===== src/rtl/full_adder.sv =====
// full_adder: single-bit full adder with a registered, enable-qualified copy of the result.
// Define FA_STATS_EN to build the saturating ops_cnt/carry_cnt statistics counters.
module full_adder #(
   parameter int CNT_W = 16
) (
   input  logic             clk,
   input  logic             rst,
   input  logic             a,
   input  logic             b,
   input  logic             ci,
   input  logic             en,
   output logic             sum,
   output logic             co,
   output logic             sum_q,
   output logic             co_q,
   output logic             vld_q,
   output logic [CNT_W-1:0] ops_cnt,
   output logic [CNT_W-1:0] carry_cnt
);
   logic w_sum;
   logic w_co;
   logic r_sum;
   logic r_co;
   logic r_vld;
   assign w_sum = a ^ b ^ ci;
   assign w_co  = (a & b) | (a & ci) | (b & ci);
   assign sum   = w_sum;
   assign co    = w_co;
   always_ff @(posedge clk) begin
      if (rst) begin
         r_sum <= 1'b0;
         r_co  <= 1'b0;
         r_vld <= 1'b0;
      end else begin
         r_sum <= en ? w_sum : r_sum;
         r_co  <= en ? w_co : r_co;
         r_vld <= en;
      end
   end
   assign sum_q = r_sum;
   assign co_q  = r_co;
   assign vld_q = r_vld;
`ifdef FA_STATS_EN
   logic [CNT_W-1:0] r_ops;
   logic [CNT_W-1:0] r_carry;
   // each counter sticks at all-ones independently instead of wrapping
   always_ff @(posedge clk) begin
      if (rst) begin
         r_ops   <= '0;
         r_carry <= '0;
      end else begin
         r_ops   <= (en && !(&r_ops)) ? r_ops + 1'b1 : r_ops;
         r_carry <= (en && w_co && !(&r_carry)) ? r_carry + 1'b1 : r_carry;
      end
   end
   assign ops_cnt   = r_ops;
   assign carry_cnt = r_carry;
`else
   assign ops_cnt   = '0;
   assign carry_cnt = '0;
`endif
endmodule


===== config.mk =====
export PLATFORM = sky130hd
export DESIGN_NAME = full_adder
export DESIGN_NICKNAME = d
export VERILOG_FILES = /design/src/rtl/full_adder.sv
export SDC_FILE = /design/constraint.sdc
export NUM_CORES = 1
export LEC_CHECK = 0
export BUFFER_PORTS_ARGS = -buffer_cell sky130_fd_sc_hd__buf_2
export CORE_AREA = 2 2 39 41
export DETAILED_ROUTE_END_ITERATION = 10
export DIE_AREA = 0 0 41 43
export PLACE_DENSITY = 0.68
export SYNTH_ARGS = -nofsm -noshare
export SYNTH_HDL_FRONTEND = slang
export SYNTH_SLANG_ARGS = --single-unit

===== constraint.sdc =====
create_clock -name clk -period 1.4 [get_ports clk]
set_clock_uncertainty 0.1 [all_clocks]
set_input_delay 0.21 -clock clk [delete_from_list [all_inputs] [get_ports clk]]
set_output_delay 0.21 -clock clk [all_outputs]
set_load 0.03 [all_outputs]

### Yosys cells after proc, flatten, opt, wreduce, memory -nomap -nowiden

Index checks and enable logic that the tools add are counted.

| cells by class | value |
|---|---|
| bitwise logic cells | 7 |

Operator list:

| cell | number |
|---|---|
| $and A1 B1 Y1 | 3 |
| $or A1 B1 Y1 | 2 |
| $xor A1 B1 Y1 | 2 |

| storage, ports and cells | value |
|---|---|
| register bits | 3 |
| input bits | 6 |

### Logic depth before layout (Yosys ltp)

Gate-level depths: netlist (run 1).

| logic depth | value |
|---|---|
| depth in word-level cells | 3 |
| depth in mapped cells | 3 |
| depth with buffers taken out | 3 |

### Worst setup path after synthesis (run 1)

OpenSTA, ideal clock, no wires.

| path | value |
|---|---|
| path kind | input-to-reg |
| start | input a |
| end | register r_sum (netlist: sum_q) |
| setup time | 65 ps |
| data arrival time | 1135 ps |
| slack | 100 ps |
| stages on the path | 3 |
| path buffers | 0 |
| cells stage by stage | fa_1 mux2i_1 nor2_1 |

| between the ends | value |
|---|---|
| longest elaborated chain between the ends | 2 |

RTL lines:

| item | RTL line | text |
|---|---|---|
| start: declaration | 8 | `input logic a,` |
| $xor A1 B1 Y1 (2 in a row) | 25 | `assign w_sum = a ^ b ^ ci;` |
| end signal: assignment | 35 | `r_sum <= en ? w_sum : r_sum;` |
| end: declaration | 22 | `logic r_sum;` |

Every way passes these cells.
A chain may end at the register's enable or synchronous reset.

### Worst setup path in the final report (run 1)

| path | value |
|---|---|
| start | input a |
| end | output sum |

| between the ends | value |
|---|---|
| longest elaborated chain between the ends | 2 |

RTL lines:

| item | RTL line | text |
|---|---|---|
| $xor A1 B1 Y1 (2 in a row) | 25 |  |
| end: declaration | 12 | `output logic sum,` |

Every way passes these cells.

==> reports/results.ini, run 1 <==
[worst_setup_path]
r2r_start = sum_q
path_depth = 3
crit_chain = buf_2 > fa_1 > buf_2
slowest_stage = fa_1
cp_top_family = adder cells
arrival_ns = 1.06
crit_fanout = 2
path_class = in -> out
path_buf_inv = 2
r2r-end = sum_q
endpoint_kind = output port
slowest_delay_ns = 0.54
crit_path_start_kind = primary input
cp_data_required_time_ns = 1.09
reg2reg_depth = 2
r2r_slack_ns = 0.72
cpMostUsedCell = buf_2

[min_path]
hold_path_end = vld_q
hold_depth = 2
hold_class = in -> reg
min_from = rst

[sta]
final_hold_viol_count = 0
finalMaxSlewViolations = 0
fin_ws_ns = 0.03144
max_clock_freq_ghz = 0.7307
grt_setup_unrepaired = false
setup_violations = 0
min_period_over_period = 0.9775
tns_ns = 0
min_period_ns = 1.369

[routing]
drtIter0Drc = 0
drc = 0
dr.pass1.iters = 1
vias = 199
routedWlPerCell_um = 5.873
vias_per_cell = 2.803
totalWireLength_um = 417
postRouteAntennaNets = 0

[synth]
synthTopCellsByArea = buf_4 (67%), dfxtp_1 (17%), fa_1 (5.6%), mux2i_1 (5.6%), nor2_1 (2.1%)
ys_seq_area_frac = 0.1678
synth_ff_type = dfxtp_1
synth_top_area_frac = 0.6713
async_reset_ff_frac = 0
synth_cell_types = 7
netlist_area_um2 = 357.8
ys_seq_elements = 3
synth_top_area_cell = buf_4
synth.avg_cell_area_um2 = 8.520
syn_inst = 42
synth_edf_count = 0
ys_warn_count = 0
yosysMostFrequentCell = buf_4
yosys-top-cells-count = buf_4 (32), dfxtp_1 (3), mux2i_1 (2), nor2_1 (2)

[global_routing]
antenna_found_initial = 0
grt_max_degree = 4
grt_overflow_total = 0
grt_pass1_vias = 110
grt_first_pass_wirelength_um = 400
track_usage = 0.04004

[clock_tree]
cts.path.max_buffers = 2
clk_latency_ns = 0.23
clk_pin_slew_ns = 0.04
cts-htree-levels = 1
cts_buffers = 3
root_buffer = clkbuf_4
cts_tree = yes
cts_resized = 0
clock_sinks = 3
cts_setup_buffers = 0
holdBufCountCts = 0

[power]
power_frac_seq = 0.225
p_leak_uw = 0.0002108
internal_power_uw = 220.7
combPwrFrac = 0.421
swShare = 0.4743
powerDensity_nw_per_um2 = 1271
power.switching_uw = 199.1
power_uw = 419.8
ir_drop_uv = 227.3
p_clk_frac = 0.354

[place]
place.port_buffers = 10
dp_slack_ns = 0.03102
gp_congestion = 0.4884
placed_cell_area_um2 = 304.0

[floorplan]
die_area_um2 = 1763
start_util = 0.2586
fp-row-count = 14
chipWidth_um = 41
die_h_um = 43
ios = 43
core_area_um2 = 1384

[run_status]
status = finished, final reports clean

[cells_and_area]
areaGrowthSynthToFinish_pct = -7.692
nets = 63
drive_gt1_frac = 0.2364
antenna_cells = 0
utilization = 0.2387
design_area_um2 = 330.3
fillerInstances = 166

[job]
maxCapViolations = 0

## kinds of logic after synthesis
family	Yosys count	share of synthesized area
adder cells (fa/ha/maj)	1	0.05595
buffers and inverters	32	0.6713
AND/OR/NAND/NOR	3	0.03848
flip-flops	3	0.1678
multiplexers	2	0.05595
other	1	0.01048
## per-layer routing
metal  part of all wire  wire length, um  track usage  vias to the layer above
met3               0.27              112      0.03141                        0
met2               0.48              201      0.05938                       25
met4                  0                0      0.06000                        0
met1               0.25              103      0.01911                       85
li1                   -                -            -                       89
met5                  0                0            0                        -
## power by group through the flow
stage / sequential, uW / combinational [uW] / clock [uW]
after floorplan: 108 / 211 / 0
after global placement: 95.8 / 174 / 0
after detailed placement: 96.0 / 175 / 0
after CTS: 94.8 / 176 / 158
after global routing: 95.3 / 187 / 169
final: 94.6 / 177 / 149
## worst reg2reg max path, stage by stage, from the launching register on
cell,delay (ns)
dfxtp_1,0.30
mux2i_1,0.12
nor2_1,0.05
## cell type report
type | instances | area [um2] | area share
multi-input cells | 38 | 173.9 | 0.5265
well taps | 16 | 20.02 | 0.06061
flip-flops and latches | 3 | 60.06 | 0.1818
clock buffers | 4 | 26.28 | 0.07955
repair buffers | 10 | 50.05 | 0.1515
## sequential cells by signal, indices dropped and copies added (netlist names)
name and flops:
sum_q 1, co_q 1, vld_q 1
## placed cells by master (no fill, tap or decap)
master / count
dfxtp_1: 3
nor2b_1: 1
clkbuf_4: 3
conb_1: 32
nor2_1: 2
fa_1: 1
buf_2: 10
clkbuf_1: 1
mux2i_1: 2
## how the worst max path moves through the flow
stage | start | slack (ns) | end
final | a | 0.03 | sum
after global routing | a | 0.01 | sum
after CTS | a | 0.03 | sum
after detailed placement | a | 0.03 | sum
after global placement | a | 0.03 | sum
after floorplan | a | 0.1 | sum_q
## per-stage QoR
step                std cells  hold WS [ns]
floorplan                  73        0.1816
global placement           67        0.3050
detailed placement         67        0.3082
CTS                        71       0.06382
global route               71       0.06009
finish                     71       0.07088
No activity file was read; power rests on OpenSTA's default activity.
==> run 2, diff against run 1 <==
--- a/config.mk
+++ b/config.mk
@@ -10,6 +10,8 @@
 export DETAILED_ROUTE_END_ITERATION = 10
 export DIE_AREA = 0 0 41 43
 export PLACE_DENSITY = 0.68
+export RECOVER_POWER = 50
+export SLEW_MARGIN = 20
 export SYNTH_ARGS = -nofsm -noshare
 export SYNTH_HDL_FRONTEND = slang
 export SYNTH_SLANG_ARGS = --single-unit
==> reports/results.ini, run 2 (synthesis gave the netlist of run 1 again) <==
[clock_tree]
cts_buffers = 3  ; unchanged
clk_latency_ns = 0.23  ; about the same
root_buffer = clkbuf_4
clk_pin_slew_ns = 0.04  ; about the same
holdBufCountCts = 0  ; unchanged
clock_sinks = 3  ; unchanged
cts.path.max_buffers = 2  ; unchanged
cts-htree-levels = 1  ; unchanged
cts_tree = yes
cts_resized = 0  ; unchanged
cts_setup_buffers = 0  ; unchanged

[worst_setup_path]
crit_path_end = sum
cp_data_required_time_ns = 1.09  ; about the same
r2r-end = sum_q
r2r_slack_ns = 0.72  ; about the same
path_class = in -> out
arrival_ns = 1.04  ; -0.02 ns
crit_start = a
endpoint_kind = output port
crit_fanout = 2  ; unchanged
crit_path_start_kind = primary input
reg2reg_depth = 2  ; unchanged
r2r_start = sum_q

[sta]
finalMaxSlewViolations = 0  ; unchanged
max_clock_freq_ghz = 0.7401  ; +1.3%
setup_violations = 0  ; unchanged
min_period_ns = 1.351  ; -0.01732 ns
fin_ws_ns = 0.04876  ; +0.01732 ns
min_period_over_period = 0.9652  ; -0.01237
grt_setup_unrepaired = false
worst_hold_slack_ns = 0.07087  ; -0.00001640 ns
final_hold_viol_count = 0  ; unchanged
tns_ns = 0  ; unchanged

[floorplan]
fp-row-count = 14  ; unchanged
core_area_um2 = 1384  ; unchanged
die_h_um = 43  ; unchanged
die_area_um2 = 1763  ; unchanged
chipWidth_um = 41  ; unchanged
ios = 43  ; unchanged
start_util = 0.2586  ; unchanged

[routing]
totalWireLength_um = 417  ; unchanged
drc = 0  ; unchanged
dr.pass1.iters = 1  ; unchanged
vias = 199  ; unchanged
drtIter0Drc = 0  ; unchanged
vias_per_cell = 2.803  ; unchanged
postRouteAntennaNets = 0  ; unchanged
routedWlPerCell_um = 5.873  ; unchanged

[global_routing]
grt_first_pass_wirelength_um = 400  ; unchanged
antenna_found_initial = 0  ; unchanged
grt_overflow_total = 0  ; unchanged
grt_pass1_vias = 110  ; unchanged
track_usage = 0.04004  ; unchanged
grt_max_degree = 4  ; unchanged

[place]
place.port_buffers = 10  ; unchanged
gp_congestion = 0.4884  ; unchanged
dp_slack_ns = 0.03102  ; unchanged

[min_path]
hold_class = in -> reg

[power]
combPwrFrac = 0.419  ; -0.002
swShare = 0.4755  ; +0.001195
internal_power_uw = 219.4  ; -0.58%
powerDensity_nw_per_um2 = 1281  ; +0.80%
power_frac_seq = 0.226  ; about the same
p_clk_frac = 0.355  ; about the same
ir_drop_uv = 226.3  ; -0.45%
power.switching_uw = 198.9  ; about the same
p_leak_uw = 0.0002018  ; -4.3%

[cells_and_area]
nets = 63  ; unchanged
antenna_cells = 0  ; unchanged
mostFrequentLayoutCells = conb_1 (32), buf_2 (7), clkbuf_1 (4)
areaGrowthSynthToFinish_pct = -8.741
mostFrequentLayoutCell = conb_1
drive_gt1_frac = 0.1818  ; -0.05455

[run_status]
status = finished, final reports clean

[job]
maxCapViolations = 0  ; unchanged

-- run 2: cell count changes in the layout (fill, tap and decap cells not counted), sizes merged --
| cell | before | now |
|---|---|---|
| buf | 10 | 7 |
| clkbuf | 4 | 7 |
-- run 2: power groups by stage --
stage                     Clock (uW)  Sequential, uW  Combinational (uW)
final                            148            94.7                 175
after global routing             169            95.4                 186
after CTS                        158            94.8                 176
after detailed placement           0            96.0                 175
after global placement             0            95.8                 174
after floorplan                    0             108                 211
-- run 2: final cells by class --
class	count	area, um2
Fill cell	167	1057
Multi-Input combinational cell	38	173.9
Sequential cell	3	60.06
Timing Repair Buffer	10	46.29
Clock buffer	4	26.28
Tap cell	16	20.02
-- run 2: critical path, cell delays in order --
cell and delay, ns:
clkbuf_1 0.09, fa_1 0.55, buf_2 0.20
-- run 2: metal layers --
| metal | vias up | GRT usage | wire length [um] |
|---|---|---|---|
| li1 | 89 | - | - |
| met1 | 85 | 0.01911 | 106 |
| met2 | 25 | 0.05938 | 198 |
| met3 | 0 | 0.03141 | 111 |
| met4 | 0 | 0.06000 | 0 |
| met5 | - | 0 | 0 |
-- run 2: how the worst min path moves through the flow --
stage,cells past startpoint,to,from,slack [ns]
after floorplan,1,vld_q,rst,0.18
after global placement,2,vld_q,rst,0.30
after detailed placement,2,vld_q,rst,0.31
after CTS,2,vld_q,rst,0.06
after global routing,2,vld_q,rst,0.06
final,2,vld_q,rst,0.07
-- run 2: per-stage QoR --
stage | std cells | utilization | total power (uW) | area, um2
2_1_floorplan | 73 | - | 319.7 | 474.2
3_3_place_gp | 67 | 0.2197 | 269.9 | 304.0
3_5_place_dp | 67 | 0.2197 | 271.3 | 304.0
4_1_cts | 71 | 0.2387 | 428.1 | 330.3
5_1_grt | 71 | 0.2360 | 449.8 | 326.6
6_report | 71 | 0.2360 | 418.3 | 326.6
